### config.mk
export PLATFORM = sky130hd
export DESIGN_NAME = fetch_inst_queue_flat
export DESIGN_NICKNAME = d
export VERILOG_FILES = /design/src/rtl/fetch_inst_queue_pkg.sv /design/src/rtl/fetch_inst_queue_if.sv /design/src/rtl/fetch_inst_queue_ram.sv /design/src/rtl/fetch_inst_queue.sv /design/src/flat_wrapper.sv
export SDC_FILE = /design/constraint.sdc
export NUM_CORES = 1
export LEC_CHECK = 0
export CORE_MARGIN = 10
export CORE_UTILIZATION = 30
export DETAILED_ROUTE_END_ITERATION = 12
export SKIP_LAST_GASP = 1
export SLEW_MARGIN = 20
export SYNTH_ARGS = -nofsm -noshare
export SYNTH_HDL_FRONTEND = slang
export SYNTH_SLANG_ARGS = --single-unit
export TNS_END_PERCENT = 1
### constraint.sdc
create_clock -name clk -period 6.5 [get_ports clk]
set_input_delay 0.65 -clock clk [delete_from_list [all_inputs] [get_ports clk]]
set_output_delay 0.65 -clock clk [all_outputs]
set_load 0.05 [all_outputs]
### src/rtl/fetch_inst_queue_pkg.sv
// -----------------------------------------------------------------------------
// fetch_inst_queue_pkg
// Shared types and widths for the fetch-to-decode instruction queue.
//   fetch_queue_entry_t : full entry as seen by decode {pc, instruction, address_valid}
//   fetch_data_t        : fill-time half of an entry {instruction, address_valid}
// -----------------------------------------------------------------------------
package fetch_inst_queue_pkg;

  localparam int PC_W    = 32;
  localparam int INSTR_W = 32;

  // One complete queue entry, assembled from the PC array and the data array.
  typedef struct packed {
    logic [PC_W-1:0]    pc;
    logic [INSTR_W-1:0] instruction;
    logic               address_valid;
  } fetch_queue_entry_t;

  // The part of an entry written when the memory response comes back.
  typedef struct packed {
    logic [INSTR_W-1:0] instruction;
    logic               address_valid;
  } fetch_data_t;

endpackage

### src/rtl/fetch_inst_queue_if.sv
// -----------------------------------------------------------------------------
// fetch_inst_queue_if
// Bundles the fetch-side and decode-side signals of the instruction queue.
//   master : the fetch/decode pipeline (drives requests, fills, acks, flush)
//   slave  : the queue itself (drives availability, pc_id, decode outputs)
// Parameter DEPTH must match the queue instance it is connected to.
// -----------------------------------------------------------------------------
interface fetch_inst_queue_if #(
  parameter int DEPTH = 4
);
  import fetch_inst_queue_pkg::*;

  localparam int IDX_W = $clog2(DEPTH);

  logic               flush;
  logic               pc_id_assigned;
  logic [PC_W-1:0]    if_pc;
  logic               pc_id_available;
  logic [IDX_W-1:0]   pc_id;
  logic               fetch_complete;
  logic [INSTR_W-1:0] fetch_instruction;
  logic               fetch_address_valid;
  logic               decode_valid;
  logic [PC_W-1:0]    decode_pc;
  logic [INSTR_W-1:0] decode_instruction;
  logic               decode_address_valid;
  logic               decode_ack;
  logic [IDX_W:0]     occupancy;

  modport master (
    output flush, pc_id_assigned, if_pc, fetch_complete, fetch_instruction,
           fetch_address_valid, decode_ack,
    input  pc_id_available, pc_id, decode_valid, decode_pc, decode_instruction,
           decode_address_valid, occupancy
  );

  modport slave (
    input  flush, pc_id_assigned, if_pc, fetch_complete, fetch_instruction,
           fetch_address_valid, decode_ack,
    output pc_id_available, pc_id, decode_valid, decode_pc, decode_instruction,
           decode_address_valid, occupancy
  );

endinterface

### src/rtl/fetch_inst_queue_ram.sv
// -----------------------------------------------------------------------------
// fetch_queue_ram
// DEPTH x WIDTH storage with one synchronous write port and one asynchronous
// read port. Contents are never reset; the queue pointers decide what is live.
//   clk     : clock
//   i_we    : write enable
//   i_waddr : write index
//   i_wdata : write data
//   i_raddr : read index
//   o_rdata : read data (combinational from i_raddr)
// -----------------------------------------------------------------------------
module fetch_queue_ram #(
  parameter int DEPTH = 4,
  parameter int WIDTH = 32
) (
  input  logic                     clk,
  input  logic                     i_we,
  input  logic [$clog2(DEPTH)-1:0] i_waddr,
  input  logic [WIDTH-1:0]         i_wdata,
  input  logic [$clog2(DEPTH)-1:0] i_raddr,
  output logic [WIDTH-1:0]         o_rdata
);

  logic [WIDTH-1:0] r_mem [DEPTH];

  // Single write port; no reset so this maps onto distributed RAM.
  always_ff @(posedge clk) begin
    if (i_we) begin
      r_mem[i_waddr] <= i_wdata;
    end
  end

  // Read is asynchronous so decode sees the oldest entry in the same cycle
  // the issue pointer moves onto it.
  assign o_rdata = r_mem[i_raddr];

endmodule

### src/rtl/fetch_inst_queue.sv
// -----------------------------------------------------------------------------
// fetch_inst_queue
// In-order queue between fetch and decode. An entry is allocated (with its PC)
// when fetch launches a request, filled with the instruction word when the
// response arrives, and handed to decode through a valid/ack handshake.
//   clk : clock
//   rst : synchronous, active-high reset (same effect as flush)
//   bus : fetch_inst_queue_if.slave
//         in : flush, pc_id_assigned, if_pc, fetch_complete,
//              fetch_instruction, fetch_address_valid, decode_ack
//         out: pc_id_available, pc_id, decode_valid, decode_pc,
//              decode_instruction, decode_address_valid, occupancy
// -----------------------------------------------------------------------------
module fetch_inst_queue
  import fetch_inst_queue_pkg::*;
#(
  parameter int DEPTH = 4
) (
  input  logic                    clk,
  input  logic                    rst,
  fetch_inst_queue_if.slave       bus
);

  localparam int             IDX_W     = $clog2(DEPTH);
  localparam logic [IDX_W:0] PTR_DEPTH = (IDX_W+1)'(DEPTH);

  // Pointers carry one extra bit so full and empty are distinguishable.
  logic [IDX_W:0] r_allocPtr;
  logic [IDX_W:0] r_fillPtr;
  logic [IDX_W:0] r_issuePtr;

  logic               w_occupancyFull;
  logic               w_decodeValid;
  logic               w_unfilledPending;
  logic               w_allocEn;
  logic               w_fillEn;
  logic               w_issueEn;
  logic [IDX_W:0]     w_occupancy;
  fetch_data_t        w_fillData;
  fetch_data_t        w_issueData;
  logic [PC_W-1:0]    w_issuePc;
  fetch_queue_entry_t w_issueEntry;

  // Status derived from registered pointers only, so an ack in this cycle
  // frees its slot for allocation only from the next cycle on.
  assign w_occupancy       = r_allocPtr - r_issuePtr;
  assign w_occupancyFull   = (w_occupancy == PTR_DEPTH);
  assign w_decodeValid     = (r_fillPtr != r_issuePtr);
  assign w_unfilledPending = (r_fillPtr != r_allocPtr);

  // Illegal requests are dropped rather than corrupting the pointers;
  // flush drops everything issued in its cycle.
  assign w_allocEn = bus.pc_id_assigned & ~w_occupancyFull   & ~bus.flush;
  assign w_fillEn  = bus.fetch_complete & w_unfilledPending  & ~bus.flush;
  assign w_issueEn = bus.decode_ack     & w_decodeValid      & ~bus.flush;

  assign w_fillData = '{instruction:   bus.fetch_instruction,
                        address_valid: bus.fetch_address_valid};

  // Pointer update: allocate, fill and issue advance independently, and
  // reset/flush return all three to zero without touching the storage.
  always_ff @(posedge clk) begin
    if (rst || bus.flush) begin
      r_allocPtr <= '0;
      r_fillPtr  <= '0;
      r_issuePtr <= '0;
    end else begin
      if (w_allocEn) r_allocPtr <= r_allocPtr + 1'b1;
      if (w_fillEn)  r_fillPtr  <= r_fillPtr  + 1'b1;
      if (w_issueEn) r_issuePtr <= r_issuePtr + 1'b1;
    end
  end

  fetch_queue_ram #(
    .DEPTH (DEPTH),
    .WIDTH (PC_W)
  ) pcRam (
    .clk     (clk),
    .i_we    (w_allocEn),
    .i_waddr (r_allocPtr[IDX_W-1:0]),
    .i_wdata (bus.if_pc),
    .i_raddr (r_issuePtr[IDX_W-1:0]),
    .o_rdata (w_issuePc)
  );

  fetch_queue_ram #(
    .DEPTH (DEPTH),
    .WIDTH ($bits(fetch_data_t))
  ) dataRam (
    .clk     (clk),
    .i_we    (w_fillEn),
    .i_waddr (r_fillPtr[IDX_W-1:0]),
    .i_wdata (w_fillData),
    .i_raddr (r_issuePtr[IDX_W-1:0]),
    .o_rdata (w_issueData)
  );

  assign w_issueEntry = '{pc:            w_issuePc,
                          instruction:   w_issueData.instruction,
                          address_valid: w_issueData.address_valid};

  assign bus.pc_id_available      = ~w_occupancyFull;
  assign bus.pc_id                = r_allocPtr[IDX_W-1:0];
  assign bus.occupancy            = w_occupancy;
  assign bus.decode_valid         = w_decodeValid;
  assign bus.decode_pc            = w_issueEntry.pc;
  assign bus.decode_instruction   = w_issueEntry.instruction;
  assign bus.decode_address_valid = w_issueEntry.address_valid;

  // Protocol checks: allocating into a full queue, completing a fetch that
  // was never launched, and acking while nothing is valid.
  allocWhenFull: assert property (@(posedge clk) disable iff (rst)
    bus.pc_id_assigned |-> ~w_occupancyFull);

  fillWithoutRequest: assert property (@(posedge clk) disable iff (rst)
    bus.fetch_complete |-> w_unfilledPending);

  ackWithoutValid: assert property (@(posedge clk) disable iff (rst)
    bus.decode_ack |-> w_decodeValid);

endmodule

### src/flat_wrapper.sv
// flat-port wrapper written by rule: the top's interface ports become plain ports
module fetch_inst_queue_flat import fetch_inst_queue_pkg::*;
#(
  parameter int DEPTH = 4
)
  (clk, rst, bus_flush, bus_pc_id_assigned, bus_if_pc, bus_fetch_complete, bus_fetch_instruction, bus_fetch_address_valid, bus_decode_ack, bus_pc_id_available, bus_pc_id, bus_decode_valid, bus_decode_pc, bus_decode_instruction, bus_decode_address_valid, bus_occupancy);
  fetch_inst_queue_if #(.DEPTH(DEPTH)) bus_i ();
  input  logic clk;
  input  logic rst;
  input wire logic [$bits(bus_i.flush)-1:0] bus_flush;
  input wire logic [$bits(bus_i.pc_id_assigned)-1:0] bus_pc_id_assigned;
  input wire logic [$bits(bus_i.if_pc)-1:0] bus_if_pc;
  input wire logic [$bits(bus_i.fetch_complete)-1:0] bus_fetch_complete;
  input wire logic [$bits(bus_i.fetch_instruction)-1:0] bus_fetch_instruction;
  input wire logic [$bits(bus_i.fetch_address_valid)-1:0] bus_fetch_address_valid;
  input wire logic [$bits(bus_i.decode_ack)-1:0] bus_decode_ack;
  output wire logic [$bits(bus_i.pc_id_available)-1:0] bus_pc_id_available;
  output wire logic [$bits(bus_i.pc_id)-1:0] bus_pc_id;
  output wire logic [$bits(bus_i.decode_valid)-1:0] bus_decode_valid;
  output wire logic [$bits(bus_i.decode_pc)-1:0] bus_decode_pc;
  output wire logic [$bits(bus_i.decode_instruction)-1:0] bus_decode_instruction;
  output wire logic [$bits(bus_i.decode_address_valid)-1:0] bus_decode_address_valid;
  output wire logic [$bits(bus_i.occupancy)-1:0] bus_occupancy;
  assign bus_i.flush = bus_flush;
  assign bus_i.pc_id_assigned = bus_pc_id_assigned;
  assign bus_i.if_pc = bus_if_pc;
  assign bus_i.fetch_complete = bus_fetch_complete;
  assign bus_i.fetch_instruction = bus_fetch_instruction;
  assign bus_i.fetch_address_valid = bus_fetch_address_valid;
  assign bus_i.decode_ack = bus_decode_ack;
  assign bus_pc_id_available = bus_i.pc_id_available;
  assign bus_pc_id = bus_i.pc_id;
  assign bus_decode_valid = bus_i.decode_valid;
  assign bus_decode_pc = bus_i.decode_pc;
  assign bus_decode_instruction = bus_i.decode_instruction;
  assign bus_decode_address_valid = bus_i.decode_address_valid;
  assign bus_occupancy = bus_i.occupancy;
  fetch_inst_queue #(.DEPTH(DEPTH)) u_core (.clk(clk), .rst(rst), .bus(bus_i));
endmodule
### After elaboration in Yosys (flattened, before gate mapping)

Memories as Yosys holds them, arrays and structs flattened. A register that Yosys moved wholly into a read port is not among the register bits.
Cells that the tools add are included.

* $add $sub $neg: 4
* eq/ne operators: 3
* multiplexer cells: 8
* bitwise operators: 8
* reduce and logical (&&, ||, !) cells: 1

Operators with widths (number)
* $add A3 B1 Y3 const B: 3
* $mux W2: 4
* $and A1 B1 Y1: 6
* $ne A3 B3 Y1: 2
* $mux W1: 4
* $eq A3 B3 Y1 const B: 1
* $sub A3 B3 Y3: 1
* $not A1 Y1: 2
* $logic_or A1 B1 Y1: 1

* bits in registers: 9
* memory bits (writable): 260
* bits of input ports: 71
* word-level logic and storage cells: 29
* memories kept: 2

Memory list
* u_core.dataRam.r_mem: depth 4, bits a word 33, rd ports 1, clocked after Yosys merged registers in 1, write ports 1, RTL line fetch_inst_queue_ram.sv:24 `logic [WIDTH-1:0] r_mem [DEPTH];`
* u_core.pcRam.r_mem: depth 4, bits a word 32, rd ports 1, clocked after Yosys merged registers in 1, write ports 1, RTL line fetch_inst_queue_ram.sv:24

### Logic depth before layout (Yosys ltp)

* word-level depth: 7
* depth in mapped cells: 6
* gate-level depth less buffers: 6

### By module

Synthesis repeated with hierarchy kept, for this count alone.

* cells, all modules: 421
* area total of the unflattened synthesis: 10202.3 sq um

Modules (own cells, without submodules)
* fetch_queue_ram at u_core.dataRam: times used 1, cells an instance 177, area each 4839.6 sq um
* fetch_queue_ram at u_core.pcRam: times used 1, cells an instance 171, area each 4689.5 sq um
* fetch_inst_queue: times used 1, cells an instance 73, area each 673.1 sq um

### Least setup slack after synthesis

Ideal clock, no wire load.

* path type: flip-flop to flip-flop
* start point: reg u_core.r_fillPtr[1]
* end point: mem u_core.dataRam.r_mem[1][0] (netlist bit), enable pin
* library setup time: 471 ps
* arrival time: 3376 ps
* setup slack: 2652 ps
* stages on the path, launching flop included: 4
* path buffers: 0
* clock period less this slack: 3848 ps
* cell sequence: dfxtp_1 > xor2_1 > o31ai_4 > nor3b_1

* longest elaborated chain between the ends: 5

Ends and longest elaborated chain
* start, declared: RTL line fetch_inst_queue.sv:29 `logic [IDX_W:0] r_fillPtr;`
* start signal, assigned: RTL line fetch_inst_queue.sv:69 `if (w_fillEn) r_fillPtr <= r_fillPtr + 1'b1;`
* $ne A3 B3 Y1: RTL line fetch_inst_queue.sv:49 `assign w_unfilledPending = (r_fillPtr != r_allocPtr);`
* $and A1 B1 Y1 (2 in a row): RTL line fetch_inst_queue.sv:54 `assign w_fillEn = bus.fetch_complete & w_unfilledPending & ~bus.flush;`
* $mux W1: RTL line fetch_inst_queue_ram.sv:28 `if (i_we) begin`
* $mux W1 (implied by the code): RTL line fetch_inst_queue_ram.sv:29 `r_mem[i_waddr] <= i_wdata;`
* end, declared: RTL line fetch_inst_queue_ram.sv:24

Parallel ways exist; a longest one is shown, timed or not.

==> run metrics <==
first-pass GRT wire length roughly 33,000 um; share of cells above drive strength 1 roughly a fifth; DP Wirelength approximately 13,000 um; Post-Syn Instances 430; IO Pins between 100 and 150; EDFF count, synth 260; crit path DAT roughly 3.4 ns; Switch Pwr 0.765 mW; f_max between 200 and 250 MHz; Rows 67; # setup viols final 0; largest net degree at the start of global routing 66; final hold slack about 0.54 ns; initial DRC count 237; sequential power share a little over half; Post-Syn Nets 512; final hold violations 0; RePlAce Congestion 0.772; Leak between 4 and 5 nW; n_diodes 0; setup TNS 0 ns; RSZ-0062 raised after global routing false; Final ANT Viol Nets 0; register area share after synthesis between 70% and 80%; final non-filler cell total around 1,100; worst slack, placed 2.90 ns; clk slew on worst S/H paths around 0.060 ns; vias in the first global route approximately 5,400; Resize count post-CTS 0; Vias 4,927; Max Cap Viol 0; crit path kind flop to output pin; critical path fanouts, max 35; clock latency at the later pin of the worst-skew pair 0.54 ns; DRC 0; P_int 2.88 mW; Die Span X between 200 and 250 um; Die Area between 40,000 and 50,000 um2; setup bufs post-CTS 0; Crit. End Element output pin; placed cell areas around 12,000 um2; H-tree depth 1; Slew Limit Headroom 31.7%; Critical Path RT between 5 and 6 ns; period utilisation layout a little over three fifths; syn_area_per_cell ~24 um2; GRT Util Overall between 10% and 20%; Die Ht 204 um; Hold-fix buffers, CTS 0; Power Dens Cells ~280 nW/um2; P&R area growth vs syn 28.4%; I/O Buffers approximately 140; final wirelength roughly 21,000 um; Clk pwr share around two fifths; synthesized cell area 10,200 um2; nets@finish between 600 and 700; post-synthesis async set-or-reset flop share 0%; fin util around 40%; Yosys reg bits ~270; Max Slew Vio Count 0; DP Cell Count 1,011; Slew @ Worst Pin between 1 and 1.5 ns; total power around 3.6 mW; Clock Skew 0.00916 ns; final setup margin roughly 2.4 ns; Yosys warning count 0; Vias/cell approximately 4.6; TritonCTS Buffers 29; min cycle time layout approximately 4.1 ns; synth unique cells 32; Max Buffers Root-to-Sink 3; fin area around 13,000 um2; Clk Tree Root Cell clkbuf_16; VDD IR max 0.168 mV; area of the core approximately 34,000 um2; initial core utilization a little under a third; startpoint type of the worst setup path flop; outcome complete, no violations; Gate power share under 10%; Sw Share a little over a fifth; WL/cell approximately 20 um; top_reg_cell synth edfxtp_1; grt total ovfl 0; fill count ~3,000; DRT Pass-1 Iters 4; TritonCTS clock tree built; Clock Sinks between 200 and 300; antenna violations before repair 0; Tightest Hold Check Type flop to flop
-- worst max-delay path, stage by stage, from the launching register on --
cell and delay (ns):
dfxtp_4 0.81, buf_4 0.63, mux4_2 0.62, clkdlybuf4s50_1 0.73
-- worst paths after layout --
kind / from / end / slack [ns] / cells after the start
hold / removal: u_core.r_allocPtr[2] / u_core.r_allocPtr[2] / 0.54 / 2
setup reg to reg: u_core.r_allocPtr[0] / u_core.pcRam.r_mem[2][30] / 3.56 / 7
hold reg to reg: u_core.r_allocPtr[2] / u_core.r_allocPtr[2] / 0.54 / 2
setup / recovery: flop / bus_decode_instruction[26] / 2.44 / 3
-- cells by family (layout without fill, tap and decap cells) --
kind of cell / Yosys count / in the layout / share of synthesized area [%]
DFF: 271 / 271 / 78.6
buffers and inverters: 28 / 214 / 1.23
adders and majority gates: 11 / 11 / 1.42
muxes: 73 / 73 / 15.1
AOI/OAI and AO/OA: 10 / 10 / 1.04
xor gates and xnor gates: 7 / 7 / 0.760
and+or+nand+nor: 30 / 30 / 1.81
-- final cells by class --
class | instances | area [um2] | area share, %
Clock buffer | 32 | 737 | 5.62
Inverter | 10 | 37.5 | 0.286
Clock inverter | 21 | 149 | 1.14
Tap cell | 448 | 561 | 4.28
Timing Repair Buffer | 151 | 1490 | 11.4
Sequential cell | 271 | 8040 | 61.3
Multi-Input combinational cell | 131 | 2100 | 16.0
-- state kept, by name (all words and copies together), names as in the netlist, named ones only --
signal,count
u_core.r_fillPtr,3
u_core.r_allocPtr,3
u_core.dataRam.r_mem,132
u_core.r_issuePtr,3
u_core.pcRam.r_mem,128
-- power by group through the flow --
stage / Combinational (mW) / Clock (mW) / Sequential (mW)
finish: 0.203 / 1.50 / 1.94
global route: 0.215 / 1.62 / 1.94
CTS: 0.207 / 1.55 / 1.94
detailed placement: 0.205 / 0 / 1.98
global placement: 0.201 / 0 / 1.98
floorplan: 0.0962 / 0 / 1.98
-- cell usage after synthesis, types with 2 or more instances --
library cell | instances | share of area, %
a311o_1 | 2 | 0.20
a31oi_1 | 2 | 0.12
buf_1 | 5 | 0.18
buf_2 | 7 | 0.34
buf_4 | 3 | 0.22
clkbuf_1 | 3 | 0.11
dfxtp_1 | 11 | 2.2
edfxtp_1 | 260 | 76
ha_1 | 10 | 1.2
inv_1 | 10 | 0.37
mux2i_1 | 8 | 0.78
mux4_2 | 65 | 14
nand2_1 | 13 | 0.48
nand3_1 | 2 | 0.098
nor3b_1 | 4 | 0.29
nor3b_2 | 4 | 0.49
or3_1 | 2 | 0.12
xnor2_1 | 3 | 0.26
xor2_1 | 3 | 0.26
-- layout by cell type, fill, tap and decap left out, types with 2 or more instances in the layout --
| cell | Yosys | final |
|---|---|---|
| dfxtp_1 | 11 | 9 |
| buf_4 | 3 | 9 |
| dfxtp_4 | 0 | 2 |
| xnor2_1 | 3 | 3 |
| ha_1 | 10 | 10 |
| inv_1 | 10 | 10 |
| clkinv_2 | 0 | 8 |
| clkbuf_16 | 0 | 29 |
| xor2_1 | 3 | 3 |
| nor3b_2 | 4 | 4 |
| or3_1 | 2 | 2 |
| clkinvlp_4 | 0 | 2 |
| a311o_1 | 2 | 2 |
| clkbuf_1 | 3 | 3 |
| edfxtp_1 | 260 | 260 |
| mux4_2 | 65 | 65 |
| nor3b_4 | 0 | 4 |
| nand3_1 | 2 | 2 |
| mux2i_1 | 8 | 8 |
| nand2_1 | 13 | 13 |
| a31oi_1 | 2 | 2 |
| clkinv_4 | 0 | 2 |
| clkdlybuf4s50_1 | 0 | 142 |
| clkinv_1 | 0 | 7 |
-- per-layer routing --
layer  up-vias  GRT usage, %  part of all wire [%]
met4         0          2.41                   1.6
met5         -             0                     0
li1       2136             -                     -
met3        30          2.64                   6.7
met2       164          16.5                    49
met1      2597          13.0                    43
No activity file was read; power rests on OpenSTA's default activity.
